## config.mk

```make
export PLATFORM = sky130hd
export DESIGN_NAME = mem_fifo_ctrl
export DESIGN_NICKNAME = d
export VERILOG_FILES = /design/src/rtl/mem_fifo_ctrl_pkg.sv /design/src/rtl/fifo_ptr.sv /design/src/rtl/mem_fifo_ctrl.sv
export SDC_FILE = /design/constraint.sdc
export NUM_CORES = 1
export LEC_CHECK = 0
export CAP_MARGIN = 20
export CORE_MARGIN = 5
export CORE_UTILIZATION = 40
export DETAILED_ROUTE_END_ITERATION = 10
export PLACE_DENSITY = 0.85
export SLEW_MARGIN = 10
export SYNTH_ARGS = -nofsm -noshare
export SYNTH_HDL_FRONTEND = slang
export SYNTH_SLANG_ARGS = --single-unit
```

## constraint.sdc

```tcl
create_clock -name clk -period 2 [get_ports clk]
set_input_delay 0.4 -clock clk [delete_from_list [all_inputs] [get_ports clk]]
set_output_delay 0.4 -clock clk [all_outputs]
set_load 0.05 [all_outputs]
```

## src/rtl/mem_fifo_ctrl_pkg.sv

```systemverilog
// Shared definitions for the memory-backed FIFO controller.
// Contents: default widths/depth, memory access direction constants,
// and the per-cycle memory access kind chosen by the arbiter.
package mem_fifo_ctrl_pkg;

    localparam int unsigned DATA_W_DEF = 4;
    localparam int unsigned ADDR_W_DEF = 2;
    localparam int unsigned DEPTH_DEF  = 1 << ADDR_W_DEF;

    // Memory wr pin encoding
    localparam logic WR = 1'b1;
    localparam logic RD = 1'b0;

    // One memory access per cycle: nothing, a read or a write
    typedef enum logic [1:0] {
        ACC_IDLE,
        ACC_READ,
        ACC_WRITE
    } acc_e;

endpackage

```

## src/rtl/fifo_ptr.sv

```systemverilog
// Wrapping address pointer for the FIFO memory.
// Ports:
//   clk   in   rising-edge clock
//   rst_n in   asynchronous active-low reset, clears the pointer
//   inc   in   advance the pointer by one at the next edge
//   ptr   out  current pointer, wraps modulo 2**ADDR_W
module fifo_ptr #(
    parameter int unsigned ADDR_W = 2
) (
    input  logic              clk,
    input  logic              rst_n,
    input  logic              inc,
    output logic [ADDR_W-1:0] ptr
);

    always_ff @(posedge clk or negedge rst_n) begin
        if (!rst_n) begin
            ptr <= '0;
        end else if (inc) begin
            ptr <= ptr + 1'b1;
        end
    end

endmodule

```

## src/rtl/mem_fifo_ctrl.sv

```systemverilog
// FIFO controller in front of a single-port synchronous memory.
// Pushes are written into the memory; the head is read back into a
// one-entry output register presented on the pop port. One memory
// access per cycle, reads take priority over writes.
// Ports:
//   clk, rst_n              clock, asynchronous active-low reset
//   push_valid/ready/data   producer side handshake
//   pop_valid/ready/data    consumer side handshake, pop_data registered
//   count                   words held (memory + read in flight + out reg)
//   full, empty             memory full / nothing held
//   address, wr, mem_in     memory request
//   mem_out                 memory read data (one cycle after the read)
module mem_fifo_ctrl
    import mem_fifo_ctrl_pkg::*;
#(
    parameter int unsigned DATA_W = DATA_W_DEF,
    parameter int unsigned ADDR_W = ADDR_W_DEF,
    parameter int unsigned DEPTH  = DEPTH_DEF
) (
    input  logic              clk,
    input  logic              rst_n,
    input  logic              push_valid,
    output logic              push_ready,
    input  logic [DATA_W-1:0] push_data,
    output logic              pop_valid,
    input  logic              pop_ready,
    output logic [DATA_W-1:0] pop_data,
    output logic [ADDR_W:0]   count,
    output logic              full,
    output logic              empty,
    output logic [ADDR_W-1:0] address,
    output logic              wr,
    output logic [DATA_W-1:0] mem_in,
    input  logic [DATA_W-1:0] mem_out
);

    localparam logic [ADDR_W:0] DEPTH_C = (ADDR_W + 1)'(DEPTH);

    logic [ADDR_W-1:0] wptr;
    logic [ADDR_W-1:0] rptr;
    logic [ADDR_W:0]   mem_cnt;
    logic              rd_pend;
    logic [ADDR_W-1:0] addr_q;
    logic [DATA_W-1:0] mem_in_q;
    logic              rd_go;
    logic              wr_go;
    acc_e              acc;

    fifo_ptr #(.ADDR_W(ADDR_W)) u_wptr (
        .clk   (clk),
        .rst_n (rst_n),
        .inc   (wr_go),
        .ptr   (wptr)
    );

    fifo_ptr #(.ADDR_W(ADDR_W)) u_rptr (
        .clk   (clk),
        .rst_n (rst_n),
        .inc   (rd_go),
        .ptr   (rptr)
    );

    // A read may start only when the output register will be free by the
    // time its data returns; at most one read is in flight.
    always_comb begin
        rd_go      = (mem_cnt != '0) && !rd_pend && (!pop_valid || pop_ready);
        push_ready = (mem_cnt < DEPTH_C) && !rd_go;
        wr_go      = push_valid && push_ready;

        acc = ACC_IDLE;
        if (rd_go) begin
            acc = ACC_READ;
        end else if (wr_go) begin
            acc = ACC_WRITE;
        end

        // Idle cycles keep the previous address/data on the memory bus
        wr      = RD;
        address = addr_q;
        mem_in  = mem_in_q;
        case (acc)
            ACC_READ: begin
                address = rptr;
            end
            ACC_WRITE: begin
                wr      = WR;
                address = wptr;
                mem_in  = push_data;
            end
            default: ;
        endcase
    end

    always_ff @(posedge clk or negedge rst_n) begin
        if (!rst_n) begin
            mem_cnt   <= '0;
            rd_pend   <= 1'b0;
            pop_valid <= 1'b0;
            pop_data  <= '0;
            addr_q    <= '0;
            mem_in_q  <= '0;
        end else begin
            addr_q   <= address;
            mem_in_q <= mem_in;
            rd_pend  <= rd_go;

            // rd_go and wr_go are mutually exclusive
            if (rd_go) begin
                mem_cnt <= mem_cnt - 1'b1;
            end else if (wr_go) begin
                mem_cnt <= mem_cnt + 1'b1;
            end

            // Returning read data wins over a pop in the same cycle
            if (rd_pend) begin
                pop_valid <= 1'b1;
                pop_data  <= mem_out;
            end else if (pop_valid && pop_ready) begin
                pop_valid <= 1'b0;
            end
        end
    end

    // pop_valid is always 0 while a read is in flight, so the sum fits
    always_comb begin
        count = mem_cnt + {{ADDR_W{1'b0}}, rd_pend} + {{ADDR_W{1'b0}}, pop_valid};
        full  = (mem_cnt == DEPTH_C);
        empty = (count == '0);
    end

endmodule

```

==> results.toml, run 1 <==
[critical_path]
worstPathMaxFanout = 5
cp_data_required_time_ns = 1.60
path_cells = "nor2b_4 > or3_4 > ha_4 > o311ai_4 > mux2_4 > buf_6"
crit_type = "flop to output pin"
slowest_delay_ns = 0.42
critPathLaunchType = "flop"
timing.rr.start = "pop_valid"
cpMaxStageDelayCell = "dfrtp_2"
critPathArrivalTime_ns = 2.04
critPathBufInv = 1
path_delay_family = "simple AND/OR/NAND/NOR gates"
end_kind = "output pin"
crit_start = "pop_valid"

[run_status]
status = "finished with violations"
violations = "negative setup slack"

[logic_synthesis]
async_reset_ff_frac = 1.00
synth_area_leader_cell = "dfrtp_1"
synthesis.nets = 84
ys_top_cells_by_count = "dfrtp_1 (19), inv_1 (8), mux2_2 (8), xor2_1 (3)"
synthDistinctLibCells = 26
synth_xor_area_frac = 0.0649
syn_avg_cell_area_um2 = 13.6
ys_seq_elements = 19
syn_inst = 68
yosysWarnings = 0
synth_edf_count = 0
synth_top_family_by_area = "multiplexers"
ys_seq_area_frac = 0.514
synth.top_cell.area_share = 0.514
yosysMostFrequentCell = "dfrtp_1"
synthSimpleGateAreaFrac = 0.0824
synth-compound-area-share = 0.0892
synth-adder-area-share = 0.0703
ys.flop_type = "dfrtp_1"
syn_area_um2 = 926
synth.mux.area_fraction = 0.119
synthTopCellsByArea = "dfrtp_1 (51%), mux2_2 (9.7%), fa_1 (4.3%), inv_1 (3.2%), o311ai_4 (2.8%)"

[clock_network]
clk_pin_slew_ns = 0.12
cts_made_buffers = 3
cts_tree = "yes"
clock_latency_ns = 0.30
cts-root-buf = "clkbuf_4"
htree_levels = 1
clock_path_buffers = 2
cts_hold_buf = 0
clock-sinks = 19

[die]
die_h_um = 58.1
pin_count = 30
fp.dieArea_um2 = 3380
coreArea_um2 = 2210
rows = 17
die_w_um = 58.1
start_util = 0.419

[detailed_routing]
routedWlPerCell_um = 16.3
drtIter0Drc = 12
totalWireLength_um = 2510
first_pass_iters = 4
viasPerCell = 4.81
vias = 741
drc_errors = 0
ant_nets = 0

[cells_and_area]
drive_above_1_share = 0.603
fin_nets = 143
multi_input_area_um2 = 527
utilization = 0.769
stdcell_count = 154
diodes = 0
n_fill_cell = 137
design_area_um2 = 1700
areaGrowthSynthToFinish_pct = 83.8
regArea_um2 = 477

[timing]
rsz0062_at_grt = "yes"
tightest_slew_ns = 0.506
period_share = 1.22
max_freq_mhz = 410
hold_violations = 0
slew_viol_final = 0
clock_skew_ns = 0.00677
fin_ws_ns = -0.440
setup_viol = 12
slew_headroom = 0.662
period_needed_ns = 2.44

[placed_design]
portBuffers = 29
placedCellCount = 141
placed_cell_area_um2 = 1520
gp_congestion = 0.770
place_ws_ns = -0.655
hpwlAfterDp_um = 1820

[grt]
antenna_found_initial = 0
grt_pass1_wl_um = 4090
grt_start_max_net_pins = 20
grt_overflow_total = 0
grt_pass1_vias = 872
groute.usage.overall = 0.160

[flow_run]
cap_violations = 0

[hold_path]
hold_path_class = "input port to async pin"
placed cells by master, fill, tap and decap left out, drive strengths merged, types with 3 or more instances in the layout:
master,count
buf,40
dfrtp,19
clkdlybuf4s50,14
inv,9
mux2,8
clkbuf,3
nor3,3
xor2,3
xnor2,3
registers in the layout, indices dropped and copies added, names as in the netlist:
name and flops:
addr_q 2, mem_cnt 3, mem_in_q 4, pop_data 4, pop_valid 1, rd_pend 1
u_rptr.ptr 2, u_wptr.ptr 2
routing by layer:
layer / routed length [um] / global-route usage / up-vias
li1: - / - / 348
met3: 103 / 0.0356 / 2
met4: 10 / 0.0497 / 0
met1: 1000 / 0.194 / 373
met5: 0 / 0 / -
met2: 1390 / 0.281 / 18
kinds of logic after synthesis:
| logic type | count (synthesis) |
|---|---|
| compound gates | 9 |
| flops | 19 |
| buf+inv | 11 |
| simple gates | 9 |
| mux | 10 |
| xor+xnor | 6 |
| fa+ha+maj | 4 |
layout make-up:
class / count / area share
inverter: 9 / 0.0213
clock inverter: 1 / 0.00294
sequential: 19 / 0.280
timing repair buffer: 56 / 0.352
tap: 28 / 0.0206
clock buffer: 3 / 0.0132
multi-input combinational: 38 / 0.310
per-stage QoR:
step / hold WS, ns / setup TNS (ns)
after detailed placement: 0.465 / -6.42
after global placement: 0.465 / -5.64
after global routing: 0.448 / -4.50
after floorplan: 0.104 / -3.62
final: 0.438 / -3.58
after CTS: 0.426 / -3.78
worst paths after layout:
path	cells after the start	end	slack, ns
setup / recovery	6	mem_in[2]	-0.44
min in group clk	1	u_wptr.ptr[0]	0.49
hold / removal	2	addr_q[1]	0.44
setup reg to reg	6	mem_cnt[2]	0.14
hold reg to reg	1	u_wptr.ptr[0]	0.49
max in group asynchronous	2	pop_valid	1.34
what timing repair did:
action                                  CTS  global route
buffers inserted                          5             5
cloned                                    0             0
resized for setup                        21             1
pin swaps                                 6             2
endpoints found under the setup margin   14            13
Power of run 1 is left out: the tool's default activity adds up to more than one toggle a clock period on the data nets, which glitch-free logic cannot reach.
==> run 2: changes to the inputs <==
Settings changed: REMOVE_ABC_BUFFERS from default to 1.
==> run 2 against run 1 <==
The run still ends with negative setup slack left. Clock skew grew 0.0018 ns. Count of clock-buffer cells in the layout increased by 1. Maximum frequency decreased by 1.4%. Global-route usage decreased by 0.36 points. Via count decreased by 2.0%. Flip-flop and latch count stayed put. Routed wire length shrank 8.7%. Critical path depth is the same. Register-to-register slack better by 0.03 ns.
==> results.toml, run 2 (same netlist as run 1, synthesis figures left out) <==
[run_status]
status = "finished with violations"
violations = "negative setup slack"

[cells_and_area]
stdcell_count = 151
final_common_cell = "buf_4"
drive_above_1_share = 0.577
areaGrowthSynthToFinish_pct = 76.1
layout_common_cells = "buf_4 (20), dfrtp_1 (19), clkdlybuf4s50_1 (14)"
largestRegisters = "mem_in_q: 4 flops, pop_data: 4 flops, mem_cnt: 3 flops"
diodes = 0
fin_nets = 140
utilization = 0.737

[timing]
max_freq_mhz = 404
clock_skew_ns = 0.00854
tns_ns = -4.00
slew_viol_final = 0
period_needed_ns = 2.47
fin_ws_ns = -0.474
period_share = 1.24
setup_viol = 12
slew_headroom = 0.664
tightest_slew_ns = 0.502
rsz0062_at_grt = "yes"
hold_violations = 0

[clock_network]
cts-root-buf = "clkbuf_4"
clk_pin_slew_ns = 0.11
clock_path_buffers = 2
clock-sinks = 19
clock_latency_ns = 0.30
cts_tree = "yes"
cts_made_buffers = 3
htree_levels = 1

[hold_path]
hold_path_class = "input port to async pin"

[grt]
grt_pass1_wl_um = 3900
antenna_found_initial = 0
grt_overflow_total = 0
grt_pass1_vias = 854
groute.usage.overall = 0.156
grt_start_max_net_pins = 20

[die]
rows = 17
coreArea_um2 = 2210
die_w_um = 58.1
die_h_um = 58.1
start_util = 0.419
fp.dieArea_um2 = 3380
pin_count = 30

[critical_path]
worstPathMaxFanout = 5
cp_data_required_time_ns = 1.60
critPathLaunchType = "flop"
critPathArrivalTime_ns = 2.07
crit_type = "flop to output pin"
end_kind = "output pin"

[detailed_routing]
routedWlPerCell_um = 15.1
ant_nets = 0
vias = 726
totalWireLength_um = 2290
viasPerCell = 4.81
drc_errors = 0
drtIter0Drc = 5
first_pass_iters = 2

[placed_design]
portBuffers = 29
placedCellCount = 142
hpwlAfterDp_um = 1560
gp_congestion = 0.822

[flow_run]
cap_violations = 0
[run 2: stage by stage]
| stage | hold WS, ns | worst slack (ns) | cell area (um^2) |
|---|---|---|---|
| floorplan | 0.104 | -1.32 | 903 |
| global placement | 0.461 | -0.718 | 1440 |
| detailed placement | 0.462 | -0.760 | 1440 |
| CTS | 0.427 | -0.462 | 1600 |
| global route | 0.423 | -0.543 | 1630 |
| finish | 0.433 | -0.474 | 1630 |
[run 2: final cells by class]
type	instances	area, um^2
Clock buffer	4	26.3
Tap cell	28	35.0
Inverter	9	36.3
Timing Repair Buffer	53	577
Multi-Input combinational cell	38	480
Fill cell	145	582
Sequential cell	19	475
[run 2: path summary, 6_finish.rpt]
path / start / endpoint / slack (ns) / cells past startpoint
max in group asynchronous: rst_n / u_rptr.ptr[1] / 1.35 / 2
worst max register to register: pop_valid / mem_cnt[2] / 0.17 / 6
worst min-delay path: rst_n / pop_data[2] / 0.43 / 2
worst min register to register: u_rptr.ptr[1] / u_rptr.ptr[1] / 0.49 / 1
min in group clk: pop_ready / pop_valid / 0.47 / 2
worst max-delay path: pop_valid / mem_in[0] / -0.47 / 6
[run 2: timing repair]
item | in CTS | in global routing
gates resized for setup | 29 | 8
hold buffers | 0 | 0
setup endpoints to repair | 13 | 13
pin swaps | 3 | 2
buffers inserted | 4 | 3
[run 2: critical path: stages (launching register included)]
cell and delay [ns]:
dfrtp_1 0.40, nor2b_4 0.13, or3_4 0.39, ha_4 0.20
o311ai_4 0.14, mux2_4 0.36, buf_6 0.15
[run 2: layer usage]
metal | global-route usage | up-vias | wire length (um)
met5 | 0 | - | 0
met4 | 0.0894 | 0 | 71
met3 | 0.0379 | 6 | 119
met2 | 0.273 | 20 | 1180
met1 | 0.172 | 362 | 920
li1 | - | 338 | -
Power of run 2 is left out for the same reason.
==> run 3: changes to the inputs <==
Settings changed: CORE_ASPECT_RATIO from default to 1.25.
==> run 3 against run 2 <==
Setup slack better by 0.024 ns. First-iteration DRC count grew to 2.6 times the previous value. Critical endpoint is now mem_in[2]. Highest routed layer unchanged. Global-route usage up 1.3 points. The run still ends with negative setup slack left. Worst hold slack lost 0.017 ns. Register-to-register slack barely moved. Clock skew fell by 0.0057 ns. Critical path type unchanged. Sequential share of layout area shrank 1.0 points. Flip-flop and latch count did not move. Critical path depth is the same.
==> results.toml, run 3 (same netlist as run 1, synthesis figures left out) <==
[run_status]
status = "finished with violations"
violations = "negative setup slack"

[cells_and_area]
layout_common_cells = "dfrtp_1 (19), buf_4 (17), clkdlybuf4s50_1 (14), buf_6 (14), buf_12 (8)"
drive_above_1_share = 0.571
fin_nets = 143
diodes = 0
largestRegisters = "mem_in_q: 4 flops, pop_data: 4 flops, mem_cnt: 3 flops"
areaGrowthSynthToFinish_pct = 82.6
utilization = 0.765
final_common_cell = "dfrtp_1"
design_area_um2 = 1690

[detailed_routing]
dr.max_layer_used = "met4"
vias = 755
first_pass_iters = 3
totalWireLength_um = 2450
drc_errors = 0
viasPerCell = 4.81
routedWlPerCell_um = 15.6
ant_nets = 0
wl_met1_um = 780
wl_met2_um = 1480
wl_met3_um = 127
drtIter0Drc = 13

[clock_network]
cts_hold_buf = 0
cts-root-buf = "clkbuf_4"
cts_tree = "yes"
cts_made_buffers = 3
clock-sinks = 19
clock_path_buffers = 2
clock_latency_ns = 0.30
htree_levels = 1
clk_pin_slew_ns = 0.10

[timing]
max_freq_mhz = 408
period_share = 1.23
fin_ws_ns = -0.450
clock_skew_ns = 0.00281
rsz0062_at_grt = "yes"
period_needed_ns = 2.45
hold_violations = 0
tightest_slew_ns = 0.513
hold_slack_ns = 0.416
setup_viol = 12
slew_headroom = 0.657
slew_viol_final = 0

[critical_path]
cp_data_required_time_ns = 1.60
critPathLaunchType = "flop"
end_kind = "output pin"
cpMaxStageDelayCell = "dfrtp_1"
crit_type = "flop to output pin"
path_cells = "nor2b_4 > or3_4 > ha_4 > o311ai_4 > mux2_4 > buf_6"
critPathArrivalTime_ns = 2.05
worstPathMaxFanout = 5
reg2reg_depth = 6
slowest_delay_ns = 0.39

[placed_design]
gp_congestion = 0.795
portBuffers = 29
hpwlAfterDp_um = 1750
placed_cell_area_um2 = 1440
place_ws_ns = -0.772

[die]
pin_count = 30
die_w_um = 53.0
coreArea_um2 = 2210
fp.dieArea_um2 = 3380
rows = 19
die_h_um = 63.8
start_util = 0.419

[grt]
grt_pass1_vias = 911
grt_overflow_total = 0
grt_pass1_wl_um = 4050
grt_start_max_net_pins = 20
groute.usage.overall = 0.170
antenna_found_initial = 0

[flow_run]
cap_violations = 0

[hold_path]
hold_path_class = "input port to async pin"
## run 3: changes by cell type in the layout (fill, tap and decap cells not counted), sizes merged
cell,change
buf,+3
## run 3: per-layer routing
layer  track usage  up-vias
li1              -      349
met1         0.141      371
met2         0.318       27
met3        0.0535        8
met4         0.115        0
met5             0        -
## run 3: final cells by class
cell class	instances	area (um^2)
clock buffer	4	26.3
fill	142	520
inverter	9	38.8
multi-input combinational	38	489
sequential	19	475
tap	31	38.8
timing repair buffer	56	622
## run 3: critical path, delay by kind of cell (launching register included)
family	cells	cell delay, ns
and+or+nand+nor	2	0.52
DFF	1	0.39
muxes	1	0.36
adders and majority gates	1	0.19
AOI/OAI and AO/OA	1	0.13
buffers and inverters	1	0.16
## run 3: worst paths after layout
path / start / end / slack, ns
min in group clk: u_wptr.ptr[1] / u_wptr.ptr[1] / 0.49
max reg2reg: pop_valid / mem_cnt[2] / 0.18
max in group asynchronous: rst_n / pop_data[3] / 1.38
min: rst_n / u_wptr.ptr[1] / 0.42
min reg2reg: u_wptr.ptr[1] / u_wptr.ptr[1] / 0.49
max: pop_valid / mem_in[2] / -0.45
## run 3: timing repair
action / CTS / global route
setup endpoints to repair: 15 / 14
pin swaps: 3 / 3
setup buffers: 5 / 4
resized for setup: 32 / 12
## run 3: metrics by stage
stage | std cells | TNS, ns
after floorplan | 66 | -15.30
after global placement | 145 | -7.15
after detailed placement | 145 | -8.41
after CTS | 154 | -3.93
after global routing | 157 | -5.38
final | 157 | -4.34
Power of run 3 is left out for the same reason.
